==> src/rtl/fp_exc_add_pipe_if.sv <==
// Handshake and data bundle for fp_exc_add_pipe.
// The master side supplies operand pairs and consumes results.
// The slave side is the exception-resolution pipeline.
interface fp_exc_add_pipe_if #(
   parameter int EXP_W = 5,
   parameter int MAN_W = 10
);
   localparam int W = 1 + EXP_W + MAN_W;

   logic         in_valid;
   logic         in_ready;
   logic [W-1:0] a;
   logic [W-1:0] b;
   logic         sub;
   logic         out_valid;
   logic         out_ready;
   logic [W-1:0] q;
   logic         exc;
   logic         invalid;
   logic         sticky_inv;
   logic         sticky_clr;

   modport master (
      output in_valid, a, b, sub, out_ready, sticky_clr,
      input  in_ready, out_valid, q, exc, invalid, sticky_inv
   );

   modport slave (
      input  in_valid, a, b, sub, out_ready, sticky_clr,
      output in_ready, out_valid, q, exc, invalid, sticky_inv
   );
endinterface

==> src/rtl/fp_exc_add_pipe.sv <==
// Two-stage floating-point add/sub special-case resolver.
// Stage 1 classifies both operands; stage 2 holds the resolved
// special result (NaN, inf, zero pass-through) with its invalid flag.
// Optional feature macro: FP_EXC_STICKY_EN adds an accumulated
// invalid flag (sticky_inv) cleared by sticky_clr.
module fp_exc_add_pipe #(
   parameter int EXP_W = 5,
   parameter int MAN_W = 10
) (
   input logic               clk,
   input logic               rst_n,
   fp_exc_add_pipe_if.slave  bus
);
   localparam int W = 1 + EXP_W + MAN_W;
   localparam logic [EXP_W-1:0] EXP_ONES = '1;
   localparam logic [MAN_W-1:0] QBIT     = {1'b1, {(MAN_W-1){1'b0}}};

   typedef struct packed {
      logic zero;
      logic inf;
      logic nan;
      logic snan;
   } cls_t;

   // Operand class from its exponent and fraction fields.
   function automatic cls_t classify(input logic [W-1:0] x);
      cls_t c;
      logic exp_ones, exp_zero, frac_zero;
      exp_ones  = (x[W-2:MAN_W] == EXP_ONES);
      exp_zero  = (x[W-2:MAN_W] == '0);
      frac_zero = (x[MAN_W-1:0] == '0);
      c.zero = exp_zero & frac_zero;
      c.inf  = exp_ones & frac_zero;
      c.nan  = exp_ones & ~frac_zero;
      c.snan = exp_ones & ~frac_zero & ~x[MAN_W-1];
      return c;
   endfunction

   // Stage 1 state
   logic         r_v1;
   logic [W-1:0] r_a;
   logic [W-1:0] r_b;
   logic         r_sb;
   cls_t         r_cls_a;
   cls_t         r_cls_b;

   // Stage 2 state
   logic         r_v2;
   logic [W-1:0] r_q;
   logic         r_exc;
   logic         r_inv;

   logic         w_s2_en;
   logic         w_s1_en;
   logic         w_in_fire;
   logic [W-1:0] w_q;
   logic         w_exc;
   logic         w_inv;

   // A stage may load when it is empty or its content moves on this cycle.
   assign w_s2_en   = ~r_v2 | bus.out_ready;
   assign w_s1_en   = ~r_v1 | w_s2_en;
   assign w_in_fire = bus.in_valid & w_s1_en;

   assign bus.in_ready  = w_s1_en;
   assign bus.out_valid = r_v2;
   assign bus.q         = r_q;
   assign bus.exc       = r_exc;
   assign bus.invalid   = r_inv;

   // Stage 1: capture operands, effective B sign and operand classes.
   // NOTE: sequential state uses non-blocking assignments so every flop samples pre-edge values.
   always_ff @(posedge clk or negedge rst_n) begin
      if (!rst_n) begin
         r_v1    <= 1'b0;
         r_a     <= '0;
         r_b     <= '0;
         r_sb    <= 1'b0;
         r_cls_a <= '0;
         r_cls_b <= '0;
      end else if (w_s1_en) begin
         r_v1 <= w_in_fire;
         if (w_in_fire) begin
            r_a     <= bus.a;
            r_b     <= bus.b;
            r_sb    <= bus.b[W-1] ^ bus.sub;
            r_cls_a <= classify(bus.a);
            r_cls_b <= classify(bus.b);
         end
      end
   end

   // Resolve the special case in priority order from the stage-1 classes.
   // NOTE: every output gets a default first so no path leaves it unassigned (no latch).
   always_comb begin
      w_q   = '0;
      w_exc = 1'b0;
      w_inv = 1'b0;
      if (r_cls_a.nan || r_cls_b.nan) begin
         w_exc          = 1'b1;
         w_inv          = r_cls_a.snan | r_cls_b.snan;
         w_q            = r_cls_a.nan ? r_a : r_b;
         w_q[MAN_W-1]   = 1'b1;
      end else if (r_cls_a.inf && r_cls_b.inf && (r_a[W-1] != r_sb)) begin
         w_exc = 1'b1;
         w_inv = 1'b1;
         w_q   = {1'b0, EXP_ONES, QBIT};
      end else if (r_cls_a.inf) begin
         w_exc = 1'b1;
         w_q   = {r_a[W-1], EXP_ONES, {MAN_W{1'b0}}};
      end else if (r_cls_b.inf) begin
         w_exc = 1'b1;
         w_q   = {r_sb, EXP_ONES, {MAN_W{1'b0}}};
      end else if (r_cls_a.zero && r_cls_b.zero) begin
         w_exc = 1'b1;
         w_q   = {r_a[W-1] & r_sb, {(W-1){1'b0}}};
      end else if (r_cls_a.zero) begin
         w_exc = 1'b1;
         w_q   = {r_sb, r_b[W-2:0]};
      end else if (r_cls_b.zero) begin
         w_exc = 1'b1;
         w_q   = r_a;
      end
   end

   // Stage 2: register the resolved result; hold it while the consumer stalls.
   always_ff @(posedge clk or negedge rst_n) begin
      if (!rst_n) begin
         r_v2  <= 1'b0;
         r_q   <= '0;
         r_exc <= 1'b0;
         r_inv <= 1'b0;
      end else if (w_s2_en) begin
         r_v2 <= r_v1;
         if (r_v1) begin
            r_q   <= w_q;
            r_exc <= w_exc;
            r_inv <= w_inv;
         end
      end
   end

`ifdef FP_EXC_STICKY_EN
   logic r_sticky;

   // Accumulate invalid on each delivered result; a new set beats a clear.
   always_ff @(posedge clk or negedge rst_n) begin
      if (!rst_n) begin
         r_sticky <= 1'b0;
      end else if (r_v2 && bus.out_ready && r_inv) begin
         r_sticky <= 1'b1;
      end else if (bus.sticky_clr) begin
         r_sticky <= 1'b0;
      end
   end

   assign bus.sticky_inv = r_sticky;
`else
   logic w_unused_sticky_clr;

   assign w_unused_sticky_clr = bus.sticky_clr;
   assign bus.sticky_inv      = 1'b0;
`endif
endmodule

==> src/flat_wrapper.sv <==
// flat-port wrapper written by rule: the top's interface ports become plain ports
module fp_exc_add_pipe_flat 
#(
   parameter int EXP_W = 5,
   parameter int MAN_W = 10
)
  (clk, rst_n, bus_in_valid, bus_a, bus_b, bus_sub, bus_out_ready, bus_sticky_clr, bus_in_ready, bus_out_valid, bus_q, bus_exc, bus_invalid, bus_sticky_inv);
  fp_exc_add_pipe_if #(.EXP_W(EXP_W), .MAN_W(MAN_W)) bus_i ();
  input logic clk;
  input logic rst_n;
  input wire logic [$bits(bus_i.in_valid)-1:0] bus_in_valid;
  input wire logic [$bits(bus_i.a)-1:0] bus_a;
  input wire logic [$bits(bus_i.b)-1:0] bus_b;
  input wire logic [$bits(bus_i.sub)-1:0] bus_sub;
  input wire logic [$bits(bus_i.out_ready)-1:0] bus_out_ready;
  input wire logic [$bits(bus_i.sticky_clr)-1:0] bus_sticky_clr;
  output wire logic [$bits(bus_i.in_ready)-1:0] bus_in_ready;
  output wire logic [$bits(bus_i.out_valid)-1:0] bus_out_valid;
  output wire logic [$bits(bus_i.q)-1:0] bus_q;
  output wire logic [$bits(bus_i.exc)-1:0] bus_exc;
  output wire logic [$bits(bus_i.invalid)-1:0] bus_invalid;
  output wire logic [$bits(bus_i.sticky_inv)-1:0] bus_sticky_inv;
  assign bus_i.in_valid = bus_in_valid;
  assign bus_i.a = bus_a;
  assign bus_i.b = bus_b;
  assign bus_i.sub = bus_sub;
  assign bus_i.out_ready = bus_out_ready;
  assign bus_i.sticky_clr = bus_sticky_clr;
  assign bus_in_ready = bus_i.in_ready;
  assign bus_out_valid = bus_i.out_valid;
  assign bus_q = bus_i.q;
  assign bus_exc = bus_i.exc;
  assign bus_invalid = bus_i.invalid;
  assign bus_sticky_inv = bus_i.sticky_inv;
  fp_exc_add_pipe #(.EXP_W(EXP_W), .MAN_W(MAN_W)) u_core (.clk(clk), .rst_n(rst_n), .bus(bus_i));
endmodule
==> config.mk <==
export PLATFORM = sky130hd
export DESIGN_NAME = fp_exc_add_pipe_flat
export DESIGN_NICKNAME = d
export VERILOG_FILES = /design/src/rtl/fp_exc_add_pipe_if.sv /design/src/rtl/fp_exc_add_pipe.sv /design/src/flat_wrapper.sv
export SDC_FILE = /design/constraint.sdc
export NUM_CORES = 1
export LEC_CHECK = 0
export BUFFER_PORTS_ARGS = -buffer_cell sky130_fd_sc_hd__buf_2
export CORE_UTILIZATION = 51
export CTS_BUF_LIST = sky130_fd_sc_hd__clkbuf_4
export CTS_CLUSTER_DIAMETER = 100
export DETAILED_ROUTE_END_ITERATION = 10
export PLACE_DENSITY = 0.8
export SETUP_SLACK_MARGIN = 0.2
export SYNTH_ARGS = -nofsm -noshare
export SYNTH_HDL_FRONTEND = slang
export SYNTH_SLANG_ARGS = --single-unit
==> constraint.sdc <==
create_clock -name clk -period 1.8 [get_ports clk]
set_clock_uncertainty 0.2 [all_clocks]
set_input_delay 0.27 -clock clk [delete_from_list [all_inputs] [get_ports clk]]
set_output_delay 0.27 -clock clk [all_outputs]
set_load 0.01 [all_outputs]
==> results of run 1 <==
## power groups by stage
| stage | Clock (uW) | Sequential [uW] | Combinational, uW |
|---|---|---|---|
| floorplan | 0 | 1700 | 275 |
| global placement | 0 | 1700 | 506 |
| finish | 899 | 1690 | 631 |
| CTS | 896 | 1680 | 587 |
| detailed placement | 0 | 1710 | 524 |
| global route | 969 | 1710 | 687 |
## what timing repair did
action | CTS | global route
cloned | 1 | 1
hold buffers | 31 | 4
setup endpoints to repair | 43 | 50
resized for setup | 14 | 12
hold endpoints to repair | 100 | 7
setup buffers | 5 | 5
pin swaps | 5 | 5
## sequential cells by signal, summed over array words and instances, names as in the netlist
name	count
u_core.bus.invalid	1
u_core.bus.q	16
u_core.bus.out_valid	1
u_core.r_cls_b	4
u_core.r_sb	1
u_core.bus.exc	1
u_core.r_a	16
u_core.r_b	16
u_core.r_cls_a	4
u_core.r_v1	1
## through the flow
step | total power [uW] | hold WS, ns | instances | cell area (um2)
finish | 3220 | -0.0614 | 437 | 3950
detailed placement | 2230 | 0.102 | 374 | 3270
CTS | 3170 | -0.0751 | 427 | 3790
global route | 3370 | -0.0723 | 437 | 3950
global placement | 2200 | 0.0974 | 374 | 3270
floorplan | 1980 | -0.226 | 250 | 2840
## Yosys cell counts (all sizes together)
library cell	count	area, um2
a22oi	1	7.51
a21oi	17	85.1
a31oi	2	12.5
mux2	32	360
xnor2	1	8.76
o21ai	4	20.0
or4	2	15.0
and3	2	12.5
clkbuf	9	33.8
nand2b	5	31.3
nor4	5	31.3
ha	1	12.5
o41ai	2	17.5
a2111oi	1	27.5
conb	1	3.75
or2	2	12.5
o21a	1	7.51
buf	9	53.8
o31ai	5	37.5
nor2	21	78.8
nand2	22	82.6
o2111ai	1	8.76
a221o	5	50.1
and2	1	6.26
nand3b	1	7.51
a222oi	4	40.0
or2b	1	7.51
nand3	4	20.0
dfrtp	61	1530
nor3	1	5.00
nor2b	3	18.8
o211ai	1	7.51
a22o	9	78.8
inv	2	7.51
a221oi	11	96.3
## kinds of logic after synthesis
group,count (synthesis)
fa+ha+maj,1
flops,61
buf+inv,20
xor+xnor,1
compound gates,64
simple gates,70
mux,32
other cells,1
## worst register-to-register path, stage by stage (launching register included)
cell	delay [ns]
dfrtp_1	0.42
or2_4	0.28
a221o_1	0.26
a222oi_1	0.29
a21oi_1	0.10
## worst paths after layout
kind	end	slack, ns	depth (start not counted)
max	u_core.bus.q[13]	0.14	4
min	u_core.r_a[14]	-0.06	2
max reg2reg	u_core.bus.q[13]	0.14	4
min reg2reg	u_core.bus.q[9]	0.30	1
max in group asynchronous	u_core.r_cls_a[1]	0.92	3
min in group asynchronous	u_core.r_b[12]	0.21	3
## per-layer routing
metal,GRT usage [%],share of wire [%]
met3,4.79,5.7
met1,34.4,41
met2,46.1,51
met4,9.62,1.7
met5,0,0
## area by class of cell
type                    instances  area (um2)
repair buffers                119         897
clock buffers                   9        67.6
multi-input cells             169        1300
clock inverters                 7        56.3
flip-flops and latches         61        1530
inverters                       2        7.51
fillers                       330        1290
well taps                      70        87.6
==> reports/metrics.csv, run 1 <==
stage;metric;value;unit
pwr;switching part of the total;29.0;%
placed_design;Place WS;-0.153;ns
worst_setup_path;CP peak stage delay;0.42;ns
worst_setup_path;Arrival @ worst endpoint;1.73;ns
layout;nets;401;
layout;most frequent cells in the layout;dfrtp_1 (59), buf_2 (57), dlygate4sd3_1 (33);
floorplanning;starting density of the core;54.1;%
pwr;Pwr Density;816;nW/um2
timing;Fin. Hold Viols;1;
yosys;largest family of logic cells by synthesized area;compound AO/OA/AOI/OAI gates;
yosys;Post-Syn Nets;289;
clock_tree;Num CTS Buffers;9;
yosys;Mapped Area;2830;um2
global_route;initial antenna violation count;0;
global_route;number of global-route vias before repair;2518;
placed_design;PortBufs;56;
clock_tree;Reg clk slew, reported paths;0.10;ns
floorplanning;die area;5860;um2
clock_tree;CTS root buf;clkbuf_4;
pwr;clock power share;27.9;%
worst_setup_path;critical-path cell list;or2_4, a221o_1, a222oi_1, a21oi_1;
global_route;GRT Residual Overflow;0;
route;Final ANT Viol Nets;0;
yosys;Ys Warns;0;
clock_tree;CTS tree;yes;
pwr;share of total power in sequential cells;52.5;%
yosys;Synth Area in Simple Gates;11.6;%
timing;crit share post-route;92.1;%
yosys;syn avg cell area;11.3;um2
global_route;largest net degree at the start of global routing;62;
yosys;XOR/XNOR Fraction of Synth Area;0.309;%
worst_setup_path;buffers and inverters on the worst path;0;
layout;Area Overhead vs Synth;39.4;%
clock_tree;clock buffer depth;2;
pwr;Internal;2290;uW
yosys;#FFs+latches synth;61;
global_route;global-route wire length before repair;12300;um
worst_setup_path;Worst setup EP type;flip-flop;
clock_tree;htree depth;3;
floorplanning;IO Pins;59;
layout;fraction of layout cells with a size suffix above 1;40.1;%
yosys;cell count after synthesis;250;
floorplanning;Die H;76.5;um
timing;fmax;603;MHz
worst_setup_path;worst r2r src;u_core.r_cls_a[2];
timing;worst-case hold slack;-0.0614;ns
status;failing checks;hold timing;
pwr;Leak;0.00180;uW
layout;commonest non-fill, non-tap cell in the layout;dfrtp_1;
yosys;adder-cell area share of the yosys netlist;0.442;%
worst_hold_path;Worst Hold Launch;bus_a[14];
clock_tree;clock sink total;61;
timing;Final setup viols;0;
timing;min cycle time layout;1.66;ns
global_route;GRT Util Overall;27.0;%
placed_design;dpl hpwl;4680;um
route;vias per cell;5.89;
worst_hold_path;Hold/Removal Path Class;primary input to flip-flop;
status;status;finished with violations;
layout;n_diodes;0;
floorplanning;Core ar.;5240;um2
worst_setup_path;crit start category;flip-flop;
timing;Setup WS post-layout;0.142;ns
worst_setup_path;crit path from;u_core.r_cls_a[2];
pwr;Peak VDD IR;0.492;mV
job;max-cap violations;0;
floorplanning;cell row count;26;
worst_setup_path;CP max stage cell;dfrtp_1;
route;drt wl/cell;17.5;um
route;Detailed Route Iter0 Violations;213;
clock_tree;Clock Latency Late Sink;0.39;ns
timing;final setup TNS;0;ns
route;DRC viols;0;
worst_setup_path;Crit path max-delay family;compound AO/OA/AOI/OAI gates;
yosys;post-synthesis mux area share;12.7;%
timing;unrepaired setup endpoints after global routing;yes;
worst_setup_path;Worst EP required;1.87;ns
placed_design;gpl congestion;0.794;
yosys;Netlist cell types;37;
pwr;Comb pwr share;19.6;%
pwr;switching power;934;uW
route;Via Count;2574;
worst_setup_path;crit-path max FO;6;
floorplanning;chip width;76.5;um
timing;Slew Limit Fails;0;
yosys;area fraction in compound gates after synthesis;17.5;%
route;drt pass-1 iters;5;
yosys;register area share after synthesis;53.9;%
worst_setup_path;critical path type;flip-flop to flip-flop;
route;Final Routed Wirelength;7630;um
layout;fin util;75.4;%
Power figures use the tool's default switching activity.
==> run 2: changes to the inputs <==
CORE_UTILIZATION = 35   (was 51)
MAX_ROUTING_LAYER = met4   (was unset)
PLACE_DENSITY = 0.59   (was 0.8)
==> reports/metrics.csv, run 2 (synthesis results as in run 1) <==
stage;metric;value;unit;change
floorplanning;die area;8460;um2;+44%
worst_setup_path;worst r2r src;u_core.r_cls_b[1];;
pwr;Peak VDD IR;0.274;mV;-44%
worst_hold_path;Hold/Removal Path Class;primary input to flip-flop;;
worst_setup_path;worst reg-to-reg setup slack;0.09;ns;-0.05 ns
placed_design;Placement Cell Area;3310;um2;+1.5%
global_route;global-route wire length before repair;11500;um;-6.4%
floorplanning;Core ar.;7770;um2;+48%
pwr;Leak;0.00177;uW;-1.2%
layout;most frequent cells in the layout;dfrtp_1 (61), buf_2 (57), dlygate4sd3_1 (37);;
global_route;GRT Residual Overflow;0;;unchanged
route;Final ANT Viol Nets;0;;unchanged
layout;design area;4030;um2;+2.0%
placed_design;Place WS;-0.0980;ns;+0.0546 ns
layout;Fillers;709;;+110%
floorplanning;IO Pins;59;;unchanged
pwr;share of total power in sequential cells;54.4;%;+1.9 points
clock_tree;CTS root buf;clkbuf_4;;
timing;Final setup viols;0;;unchanged
global_route;largest net degree at the start of global routing;62;;unchanged
clock_tree;CTS tree;yes;;
placed_design;dpl hpwl;4590;um;-1.9%
job;max-cap violations;0;;unchanged
worst_setup_path;Worst EP required;1.94;ns;+0.07 ns
timing;Setup WS post-layout;0.0907;ns;-0.0515 ns
pwr;Comb pwr share;20.8;%;+1.2 points
timing;unrepaired setup endpoints after global routing;yes;;
placed_design;PortBufs;56;;unchanged
worst_setup_path;crit-path max FO;4;;-2
worst_setup_path;crit start category;flip-flop;;
worst_setup_path;critical path type;flip-flop to flip-flop;;
timing;fmax;585;MHz;-3.0%
clock_tree;clock buffer depth;2;;unchanged
floorplanning;chip width;92.0;um;+20%
timing;Slew Limit Fails;0;;unchanged
route;drt wl/cell;15.6;um;-11%
floorplanning;cell row count;32;;+23%
worst_setup_path;Worst setup EP type;flip-flop;;
floorplanning;starting density of the core;36.5;%;-18 points
worst_setup_path;reg-to-reg critical path endpoint;u_core.bus.q[4];;
layout;commonest non-fill, non-tap cell in the layout;dfrtp_1;;
timing;min cycle time layout;1.71;ns;+0.0515 ns
pwr;switching part of the total;29.7;%;+0.72 points
layout;nets;404;;+0.75%
floorplanning;Die H;92.0;um;+20%
worst_hold_path;worst min-delay path endpoint;u_core.r_cls_a[3];;
route;drt pass-1 iters;4;;-1
clock_tree;Clock Latency Late Sink;0.40;ns;about the same
global_route;number of global-route vias before repair;2360;;-6.3%
route;Final Routed Wirelength;7360;um;-3.5%
global_route;initial antenna violation count;0;;unchanged
worst_hold_path;hold-critical path depth;4;;+2
pwr;Internal;2180;uW;-4.7%
layout;Area Overhead vs Synth;42.2;%;
worst_hold_path;Worst Hold Launch;bus_a[6];;
route;Via Count;2447;;-4.9%
pwr;clock power share;24.8;%;-3.1 points
clock_tree;htree depth;3;;unchanged
pwr;Pwr Density;771;nW/um2;-5.6%
route;vias per cell;5.18;;-12%
pwr;switching power;922;uW;-1.3%
worst_setup_path;Arrival @ worst endpoint;1.85;ns;+0.12 ns
placed_design;gpl congestion;0.749;;-5.6%
timing;crit share post-route;95.0;%;+2.9 points
global_route;GRT Util Overall;18.1;%;-8.9 points
timing;Fin. Hold Viols;0;;-1
layout;n_diodes;0;;unchanged
clock_tree;Reg clk slew, reported paths;0.10;ns;about the same
clock_tree;Num CTS Buffers;9;;unchanged
worst_setup_path;Register-to-Register Path Depth;6;;+2
clock_tree;clock sink total;61;;unchanged
layout;fraction of layout cells with a size suffix above 1;41.6;%;+1.6 points
status;status;finished clean;;
route;Detailed Route Iter0 Violations;95;;-55%
route;DRC viols;0;;unchanged
[run 2: changes by cell type in the layout (fill, tap and decap cells not counted), sizes merged]
cell,delta
bufinv,-1
clkinvlp,+1
dlymetal6s4s,-2
dlygate4sd3,+4
clkinv,-1
clkbuf,+2
[run 2: how the worst max path moves through the flow]
stage | start | slack [ns] | cells after the start | end
floorplan | u_core.r_cls_a[2] | 0.09 | 5 | u_core.bus.q[13]
global placement | u_core.r_cls_a[1] | -0.07 | 3 | u_core.bus.q[10]
detailed placement | u_core.r_cls_a[1] | -0.1 | 3 | u_core.bus.q[10]
CTS | u_core.r_cls_b[1] | 0.09 | 6 | u_core.bus.q[4]
global route | u_core.r_cls_b[1] | 0.01 | 6 | u_core.bus.q[7]
finish | u_core.r_cls_b[1] | 0.09 | 6 | u_core.bus.q[4]
[run 2: per-stage QoR]
| stage | std cells | power (uW) | utilization, % | TNS [ns] | hold WS [ns] |
|---|---|---|---|---|---|
| 2_1_floorplan | 250 | 1980 | - | 0 | -0.226 |
| 3_3_place_gp | 407 | 2220 | 42.7 | -0.528 | 0.106 |
| 3_5_place_dp | 407 | 2230 | 42.7 | -0.757 | 0.102 |
| 4_1_cts | 465 | 3080 | 50.2 | 0 | 0.0312 |
| 5_1_grt | 472 | 3260 | 51.9 | 0 | 0.0605 |
| 6_report | 472 | 3100 | 51.9 | 0 | 0.0553 |
[run 2: layout make-up]
class	instances	area [um2]	area share (%)
flip-flops and latches	61	1530	37.9
clock inverters	6	30.0	0.746
clock buffers	10	75.1	1.86
well taps	102	128	3.17
repair buffers	122	948	23.5
multi-input cells	169	1310	32.6
inverters	2	7.51	0.186
[run 2: per-layer routing]
layer	track usage, %	vias to the layer above	wire length, um
met2	28.3	58	3560
met1	23.1	1204	3410
met5	-	-	0
li1	-	1169	-
met4	7.68	0	165
met3	3.57	16	227
[run 2: repair_timing]
item	4_1_cts	5_1_grt
pin swaps	8	4
endpoints found under the setup margin	16	52
hold buffers	37	0
hold endpoints to repair	102	0
buffers inserted	4	3
resized for setup	22	7
gates cloned	1	4
[run 2: power groups by stage]
stage | clock [uW] | sequential [uW] | combinational, uW
global placement | 0 | 1710 | 510
CTS | 791 | 1680 | 604
finish | 770 | 1690 | 646
detailed placement | 0 | 1710 | 520
global route | 843 | 1710 | 711
floorplan | 0 | 1700 | 275
[run 2: critical path: stages, from the launching register on]
cell and delay (ns):
dfrtp_1 0.41, buf_6 0.12, or2_4 0.26, a2111oi_4 0.26, buf_2 0.22, nand2_1 0.05, a21oi_1 0.13
==> run 3: changes to the inputs <==
CELL_PAD_IN_SITES_DETAIL_PLACEMENT = 1   (was unset)
CELL_PAD_IN_SITES_GLOBAL_PLACEMENT = 1   (was unset)
GPL_TIMING_DRIVEN = 0   (was unset)
PLACE_DENSITY = 0.72   (was 0.59)
==> reports/metrics.csv, run 3 (synthesis results as in run 1) <==
stage;metric;value;unit;change
floorplanning;chip width;92.0;um;unchanged
floorplanning;cell row count;32;;unchanged
timing;crit share post-route;109;%;+14 points
timing;min cycle time layout;1.96;ns;+0.248 ns
pwr;Leak;0.00205;uW;+15%
worst_setup_path;critical path type;flip-flop to flip-flop;;
worst_setup_path;Worst setup EP type;flip-flop;;
worst_setup_path;Arrival @ worst endpoint;2.03;ns;+0.18 ns
route;Detailed Route Iter0 Violations;164;;+73%
clock_tree;CTS tree;yes;;
worst_setup_path;worst r2r src;u_core.r_cls_a[2];;
floorplanning;Die H;92.0;um;unchanged
worst_setup_path;Register-to-Register Path Depth;5;;-1
status;status;finished with violations;;
floorplanning;IO Pins;59;;unchanged
clock_tree;htree depth;3;;unchanged
timing;Slew HR;46.8;%;
global_route;number of global-route vias before repair;2701;;+14%
worst_setup_path;Worst EP required;1.87;ns;-0.07 ns
clock_tree;Num CTS Buffers;9;;unchanged
route;Final Routed Wirelength;10500;um;+43%
worst_setup_path;critical path endpoint;u_core.bus.q[13];;
floorplanning;die area;8460;um2;unchanged
layout;commonest non-fill, non-tap cell in the layout;dfrtp_1;;
worst_setup_path;crit-path max FO;6;;+2
layout;nets;410;;+1.5%
route;drt pass-1 iters;5;;+1
timing;Slew Limit Fails;0;;unchanged
placed_design;gpl congestion;0.789;;+5.2%
floorplanning;Core ar.;7770;um2;unchanged
floorplanning;starting density of the core;36.5;%;unchanged
layout;fraction of layout cells with a size suffix above 1;47.1;%;+5.4 points
layout;fin util;55.5;%;+3.6 points
global_route;global-route wire length before repair;13900;um;+21%
timing;worst-case hold slack;0.0193;ns;-0.0360 ns
global_route;initial antenna violation count;0;;unchanged
timing;fmax;511;MHz;-13%
layout;Area Overhead vs Synth;52.1;%;
status;failing checks;setup timing;;
timing;Final setup viols;3;;+3
layout;most frequent cells in the layout;dfrtp_1 (59), buf_2 (56), dlygate4sd3_1 (32);;
timing;Setup WS post-layout;-0.157;ns;-0.248 ns
worst_setup_path;reg-to-reg critical path endpoint;u_core.bus.q[13];;
global_route;GRT Util Overall;22.3;%;+4.2 points
worst_setup_path;worst reg-to-reg setup slack;-0.16;ns;-0.25 ns
route;Final ANT Viol Nets;0;;unchanged
worst_setup_path;crit start category;flip-flop;;
clock_tree;Clock Latency Late Sink;0.42;ns;+0.02 ns
timing;unrepaired setup endpoints after global routing;yes;;
timing;worst-margin pin slew;0.798;ns;
worst_setup_path;crit path from;u_core.r_cls_a[2];;
pwr;Peak VDD IR;0.368;mV;+34%
worst_setup_path;CP max stage cell;dfrtp_2;;
placed_design;PortBufs;56;;unchanged
timing;Fin. Hold Viols;0;;unchanged
global_route;largest net degree at the start of global routing;62;;unchanged
layout;design area;4310;um2;+7.0%
clock_tree;clock sink total;61;;unchanged
layout;n_diodes;0;;unchanged
job;max-cap violations;0;;unchanged
route;vias per cell;5.62;;+8.4%
route;Via Count;2674;;+9.3%
worst_hold_path;Hold/Removal Path Class;primary input to flip-flop;;
clock_tree;CTS root buf;clkbuf_4;;
route;drt wl/cell;22.1;um;+42%
placed_design;dpl hpwl;5370;um;+17%
worst_setup_path;CP peak stage delay;0.43;ns;+0.02 ns
global_route;GRT Residual Overflow;0;;unchanged
pwr;Pwr Density;771;nW/um2;about the same
placed_design;Placement Cell Area;3250;um2;-2.0%
route;DRC viols;0;;unchanged
clock_tree;clock buffer depth;2;;unchanged
clock_tree;Reg clk slew, reported paths;0.11;ns;about the same
worst_setup_path;critical-path cell list;or2_1, buf_6, a221o_1, a222oi_1, a21oi_1;;
run 3: per-stage QoR:
stage | worst slack, ns | instances | power (uW) | setup TNS, ns
2_1_floorplan | 0.0861 | 250 | 1980 | 0
3_3_place_gp | -0.150 | 408 | 2200 | -1.23
3_5_place_dp | -0.146 | 408 | 2230 | -1.44
4_1_cts | -0.0231 | 466 | 3100 | -0.0231
5_1_grt | -0.166 | 476 | 3450 | -0.468
6_report | -0.157 | 476 | 3320 | -0.251
run 3: what timing repair did:
item / in CTS / in global routing
gates resized for setup: 38 / 82
pin swaps: 18 / 19
endpoints found under the setup margin: 51 / 61
cloned: 0 / 2
hold buffers: 36 / 4
setup buffers: 8 / 8
endpoints found under the hold margin: 41 / 64
run 3: how the worst min path moves through the flow:
stage	startpoint	endpoint	slack, ns	cells past startpoint
3_3_place_gp	u_core.r_cls_a[0]	u_core.r_cls_a[0]	0.27	2
5_1_grt	bus_a[10]	u_core.r_cls_a[3]	0.007	3
6_report	bus_a[14]	u_core.r_cls_a[3]	0.02	3
3_5_place_dp	u_core.r_cls_a[0]	u_core.r_cls_a[0]	0.27	2
2_1_floorplan	rst_n	u_core.bus.exc	-0.23	0
4_1_cts	rst_n	u_core.bus.q[1]	0.007	1
run 3: routing by layer:
metal / global-route usage [%] / vias up / routed length [um]
li1: - / 1177 / -
met1: 27.7 / 1382 / 4300
met2: 36.2 / 90 / 5380
met3: 2.49 / 25 / 504
met4: 11.2 / 0 / 330
met5: - / - / 0
run 3: area by class of cell:
| class | count | area, um2 |
|---|---|---|
| Buffer | 18 | 180 |
| Clock buffer | 11 | 82.6 |
| Clock inverter | 3 | 15.0 |
| Fill cell | 850 | 3460 |
| Inverter | 2 | 7.51 |
| Multi-Input combinational cell | 169 | 1520 |
| Sequential cell | 61 | 1530 |
| Tap cell | 102 | 128 |
| Timing Repair Buffer | 110 | 851 |
run 3: critical path: cells and delay by family (launching register included):
family	cells	cell delay [ns]
AND/OR/NAND/NOR	1	0.25
AO/OA/AOI/OAI	3	0.80
buffers and inverters	1	0.14
flip-flops	1	0.43
run 3: report_power, final:
group	internal, uW	total, uW	switching, uW
Combinational	436	802	366
Clock	294	812	518
Sequential	1550	1710	158
